$ cat config.mk
export PLATFORM = sky130hd
export DESIGN_NAME = ser_tx
export DESIGN_NICKNAME = d
export VERILOG_FILES = /design/src/rtl/ser_pkg.sv /design/src/rtl/ser_tx_two_phase_ack.sv /design/src/rtl/ser_tx.sv
export SDC_FILE = /design/constraint.sdc
export NUM_CORES = 1
export LEC_CHECK = 0
export CORE_MARGIN = 3
export CORE_UTILIZATION = 50
export DETAILED_ROUTE_END_ITERATION = 10
export PLACE_DENSITY_LB_ADDON = 0.2
export SYNTH_ARGS = -nofsm -noshare
export SYNTH_HDL_FRONTEND = slang
export SYNTH_SLANG_ARGS = --single-unit
$ cat constraint.sdc
create_clock -name clk -period 2.1 [get_ports clk]
set_clock_uncertainty 0.2 [all_clocks]
set_input_delay 0.315 -clock clk [delete_from_list [all_inputs] [get_ports clk]]
set_output_delay 0.315 -clock clk [all_outputs]
set_load 0.02 [all_outputs]
$ cat src/rtl/ser_pkg.sv
// Shared types and line-level constants for the ser_tx / serdes serial link.
package ser_pkg;

   typedef enum logic [2:0] {
      S_IDLE,
      S_START,
      S_DATA,
      S_PARITY,
      S_STOP
   } ser_state_t;

   localparam logic LINE_IDLE = 1'b1;
   localparam logic START_BIT = 1'b0;
   localparam logic STOP_BIT  = 1'b1;

endpackage

$ cat src/rtl/ser_tx_two_phase_ack.sv
// Two-phase acknowledge register: ack toggles once per accept strobe,
// and a request is pending whenever req and ack differ.
module two_phase_ack (
   input  logic clk,
   input  logic rst,
   input  logic req,
   input  logic accept,
   output logic ack,
   output logic pending
);

   logic r_ack;

   always_ff @(posedge clk) begin
      if (rst)
         r_ack <= 1'b0;
      else if (accept)
         r_ack <= ~r_ack;
   end

   assign ack     = r_ack;
   assign pending = req ^ r_ack;

endmodule

$ cat src/rtl/ser_tx.sv
// Parallel-to-serial framer: start bit, data LSB first, optional even parity,
// stop bit. Parity is compiled in with SER_TX_PARITY_EN.
module ser_tx
   import ser_pkg::*;
#(
   parameter int unsigned DATA_WIDTH = 8
) (
   input  logic                  clk,
   input  logic                  rst,
   input  logic [DATA_WIDTH-1:0] data,
   input  logic                  req,
   output logic                  ack,
   output logic                  dout,
   output logic                  busy
);

   localparam int unsigned CW = (DATA_WIDTH > 1) ? $clog2(DATA_WIDTH) : 1;
   localparam logic [CW-1:0] LAST = CW'(DATA_WIDTH - 1);

   ser_state_t            r_state, w_state_nxt;
   logic [DATA_WIDTH-1:0] r_shift, w_shift_nxt;
   logic [CW-1:0]         r_cnt,   w_cnt_nxt;
   logic                  r_dout,  w_dout_nxt;
   logic                  r_busy,  w_busy_nxt;
   logic                  w_accept;
   logic                  w_pending;
`ifdef SER_TX_PARITY_EN
   logic                  r_par,   w_par_nxt;
`endif

   two_phase_ack u_ack (
      .clk     (clk),
      .rst     (rst),
      .req     (req),
      .accept  (w_accept),
      .ack     (ack),
      .pending (w_pending)
   );

   always_ff @(posedge clk) begin
      if (rst) begin
         r_state <= S_IDLE;
         r_shift <= '0;
         r_cnt   <= '0;
         r_dout  <= LINE_IDLE;
         r_busy  <= 1'b0;
`ifdef SER_TX_PARITY_EN
         r_par   <= 1'b0;
`endif
      end else begin
         r_state <= w_state_nxt;
         r_shift <= w_shift_nxt;
         r_cnt   <= w_cnt_nxt;
         r_dout  <= w_dout_nxt;
         r_busy  <= w_busy_nxt;
`ifdef SER_TX_PARITY_EN
         r_par   <= w_par_nxt;
`endif
      end
   end

   always_comb begin
      w_state_nxt = r_state;
      w_shift_nxt = r_shift;
      w_cnt_nxt   = r_cnt;
      w_dout_nxt  = r_dout;
      w_busy_nxt  = r_busy;
      w_accept    = 1'b0;
`ifdef SER_TX_PARITY_EN
      w_par_nxt   = r_par;
`endif
      case (r_state)
         // The stop bit ends the same way idle does, giving gapless back-to-back frames.
         S_IDLE, S_STOP: begin
            if (w_pending) begin
               w_accept    = 1'b1;
               w_shift_nxt = data;
               w_cnt_nxt   = '0;
               w_dout_nxt  = START_BIT;
               w_busy_nxt  = 1'b1;
               w_state_nxt = S_START;
`ifdef SER_TX_PARITY_EN
               w_par_nxt   = ^data;
`endif
            end else begin
               w_dout_nxt  = LINE_IDLE;
               w_busy_nxt  = 1'b0;
               w_state_nxt = S_IDLE;
            end
         end
         S_START: begin
            w_dout_nxt  = r_shift[0];
            w_shift_nxt = r_shift >> 1;
            w_cnt_nxt   = '0;
            w_state_nxt = S_DATA;
         end
         S_DATA: begin
            if (r_cnt == LAST) begin
`ifdef SER_TX_PARITY_EN
               w_dout_nxt  = r_par;
               w_state_nxt = S_PARITY;
`else
               w_dout_nxt  = STOP_BIT;
               w_state_nxt = S_STOP;
`endif
            end else begin
               w_dout_nxt  = r_shift[0];
               w_shift_nxt = r_shift >> 1;
               w_cnt_nxt   = r_cnt + CW'(1);
            end
         end
`ifdef SER_TX_PARITY_EN
         S_PARITY: begin
            w_dout_nxt  = STOP_BIT;
            w_state_nxt = S_STOP;
         end
`endif
         default: begin
            w_dout_nxt  = LINE_IDLE;
            w_busy_nxt  = 1'b0;
            w_state_nxt = S_IDLE;
         end
      endcase
   end

   assign dout = r_dout;
   assign busy = r_busy;

endmodule
==> flow_metrics.py <==
metrics = {
    "outcome": {
        "status": "finished, final reports clean",
    },
    "cells_and_area": {
        "final_nets": 110,
        "final_cell_area_um2": 988,
        "regArea_um2": 340,
        "nFillCells": 126,
        "multi_input_area_um2": 444,
        "finish.utilization": 0.634,
        "n_antenna_cell": 0,
        "drive_above_1_share": 0.208,
        "syn2layout_area_growth_pct": 15.8,
    },
    "route": {
        "routedWlPerCell_um": 12.4,
        "first_pass_iters": 3,
        "drtAntennaViolNets": 0,
        "wl_um": 1390,
        "drcViolationCount": 0,
        "vias": 623,
        "first_iter_violations": 4,
        "viasPerCell": 5.56,
    },
    "pwr": {
        "peakVddDrop_mv": 0.459,
        "leakage_uw": 0.000376,
        "powerDensity_nw_per_um2": 898,
    },
    "sta": {
        "fmax_mhz": 511,
        "setup_viol": 0,
        "finalMaxSlewViolations": 0,
        "relSlewSlack": 0.747,
        "period_share": 0.932,
        "fin_setup_tns_ps": 0,
        "hold_viol": 0,
        "period_minus_slack_ps": 1960,
        "whs_ps": 264,
        "worst_pin_slew_ps": 380,
        "grt_setup_unrepaired": "false",
    },
    "placed_design": {
        "dpl.hpwl_um": 1030,
        "place_congestion": 0.676,
        "numPortBuffers": 13,
        "placed_cell_area_um2": 953,
    },
    "floorplanning": {
        "ios": 14,
        "dieArea_um2": 2240,
        "dieWidth_um": 47.3,
        "die_y_um": 47.3,
        "fp-row-count": 14,
        "initial_core_util": 0.547,
        "core_area_um2": 1560,
    },
    "synthesis": {
        "ys_top_cells_by_area": "dfxtp_1 (40%), a211oi_2 (10%), mux2i_1 (9.4%)",
        "syn_area_per_cell_um2": 10.5,
        "netlist_area_um2": 853,
        "yosys_warnings": 0,
        "yosysSeqAreaShare": 0.399,
        "netlist_instances": 81,
        "syn_nets": 94,
        "synthFlopType": "dfxtp_1",
        "synthTopCellsByCount": "dfxtp_1 (17), nor2_1 (13), mux2i_1 (8)",
        "yosysMostFrequentCell": "dfxtp_1",
        "yosysTopAreaCell": "dfxtp_1",
        "synthArstFlopShare": 0,
        "netlist.area_leader.share": 0.399,
        "ys_types": 25,
        "synth_edf_count": 0,
        "yosys_register_bits": 17,
    },
    "critical_path": {
        "crit_slowest_cell": "nor4b_4",
        "cp.arrival_ps": 1960,
        "critPathRequiredTime_ps": 2110,
        "crit_path_max_incr_delay_ps": 370,
        "crit_type": "reg -> reg",
        "start_kind": "flop",
        "end_kind": "flop",
        "crit_chain": "ha_1 -> ha_1 -> nor4b_4 -> a211o_4 -> nor2_1 -> a211oi_2",
        "cp_max_fo": 16,
        "crit_top_cell": "ha_1",
    },
    "run": {
        "cap_viol_max_count": 0,
    },
    "grt": {
        "gr-usage-all-layers": 0.146,
        "grt_max_degree": 18,
        "grt_pass1_wl_um": 2300,
        "grt_pass1_vias": 546,
        "gr-total-overflow": 0,
        "antenna_found_initial": 0,
    },
    "cts": {
        "cts.sinks": 17,
        "cts_tree": "done",
        "clk_latency_ps": 290,
        "cts_resized": 0,
        "clockBufferDepth": 2,
        "cts_inserted_buffers": 3,
        "htreeDepth": 1,
        "path_clk_slew_ps": 100,
        "cts.hold.buffers_added": 0,
        "root_buffer": "clkbuf_4",
    },
    "hold_path": {
        "hp-class": "reg -> reg",
    },
}
[where the power goes]
group	internal, uW	total (uW)	switching, uW
registers	375	411	36.7
logic	149	306	157
clock network	70.7	170	99.7
total	594	887	293
[registers in the layout (all words and copies together), names as in the netlist]
name	count
u_ack.ack	1
r_shift	8
dout	1
r_cnt	3
r_state	3
busy	1
[cells by family (layout without fill, tap and decap cells)]
| family | after synthesis | count (layout) | share of synthesized area |
|---|---|---|---|
| flops | 17 | 17 | 0.399 |
| mux | 8 | 8 | 0.0938 |
| simple gates | 28 | 28 | 0.180 |
| buf+inv | 6 | 21 | 0.0806 |
| xor+xnor | 2 | 2 | 0.0205 |
| compound gates | 18 | 18 | 0.196 |
| fa+ha+maj | 2 | 2 | 0.0293 |
[stage by stage]
| step | cells | worst slack (ps) | power [uW] |
|---|---|---|---|
| finish | 112 | 143 | 887 |
| floorplan | 81 | 293 | 678 |
| global placement | 107 | 157 | 712 |
| CTS | 111 | 97.4 | 902 |
| detailed placement | 107 | 58.5 | 726 |
| global route | 112 | 3.59 | 952 |
[path summary, 6_finish.rpt]
path                endpoint  slack (ps)  cells after the start        from
setup / recovery  r_shift[1]         140                      6    r_cnt[0]
hold / removal    r_shift[7]         260                      2  r_shift[7]
setup reg to reg  r_shift[1]         140                      6    r_cnt[0]
hold reg to reg   r_shift[7]         260                      2  r_shift[7]
[area by class of cell]
cell class                      instances  share of cell area
Tap cell                               16              0.0203
Clock inverter                          1             0.00506
Clock buffer                            3              0.0228
Inverter                                1             0.00380
Timing Repair Buffer                   16               0.154
Multi-Input combinational cell         58               0.449
Sequential cell                        17               0.344
[critical path: cells and delay by family (launching register included)]
kind                     cells  cell delay, ps
AND/OR/NAND/NOR              2             450
flip-flops                   1             340
adder cells (fa/ha/maj)      2             430
AO/OA/AOI/OAI                2             470
[cell usage in the layout (no fill, tap or decap), types with 2 or more instances in the layout]
cell type	Yosys	layout
buf_4	0	3
dfxtp_1	17	17
mux2i_1	8	8
nor3_1	3	3
nor2_1	13	13
clkbuf_4	0	3
a211oi_2	7	7
ha_1	2	2
clkdlybuf4s50_1	0	13
a21oi_1	5	5
nand2_1	5	5
a22oi_1	2	2
[timing repair]
item,in CTS,in global routing
endpoints found under the hold margin,0,0
buffers inserted,0,1
endpoints found under the setup margin,0,3
[per-layer routing]
metal / up-vias / part of all wire / track usage
li1: 318 / - / -
met1: 289 / 0.47 / 0.178
met2: 14 / 0.49 / 0.241
met3: 2 / 0.038 / 0.0345
met4: 0 / 0.0065 / 0.0663
met5: - / 0 / 0
Note: power is estimated with default switching activity, not from simulation.
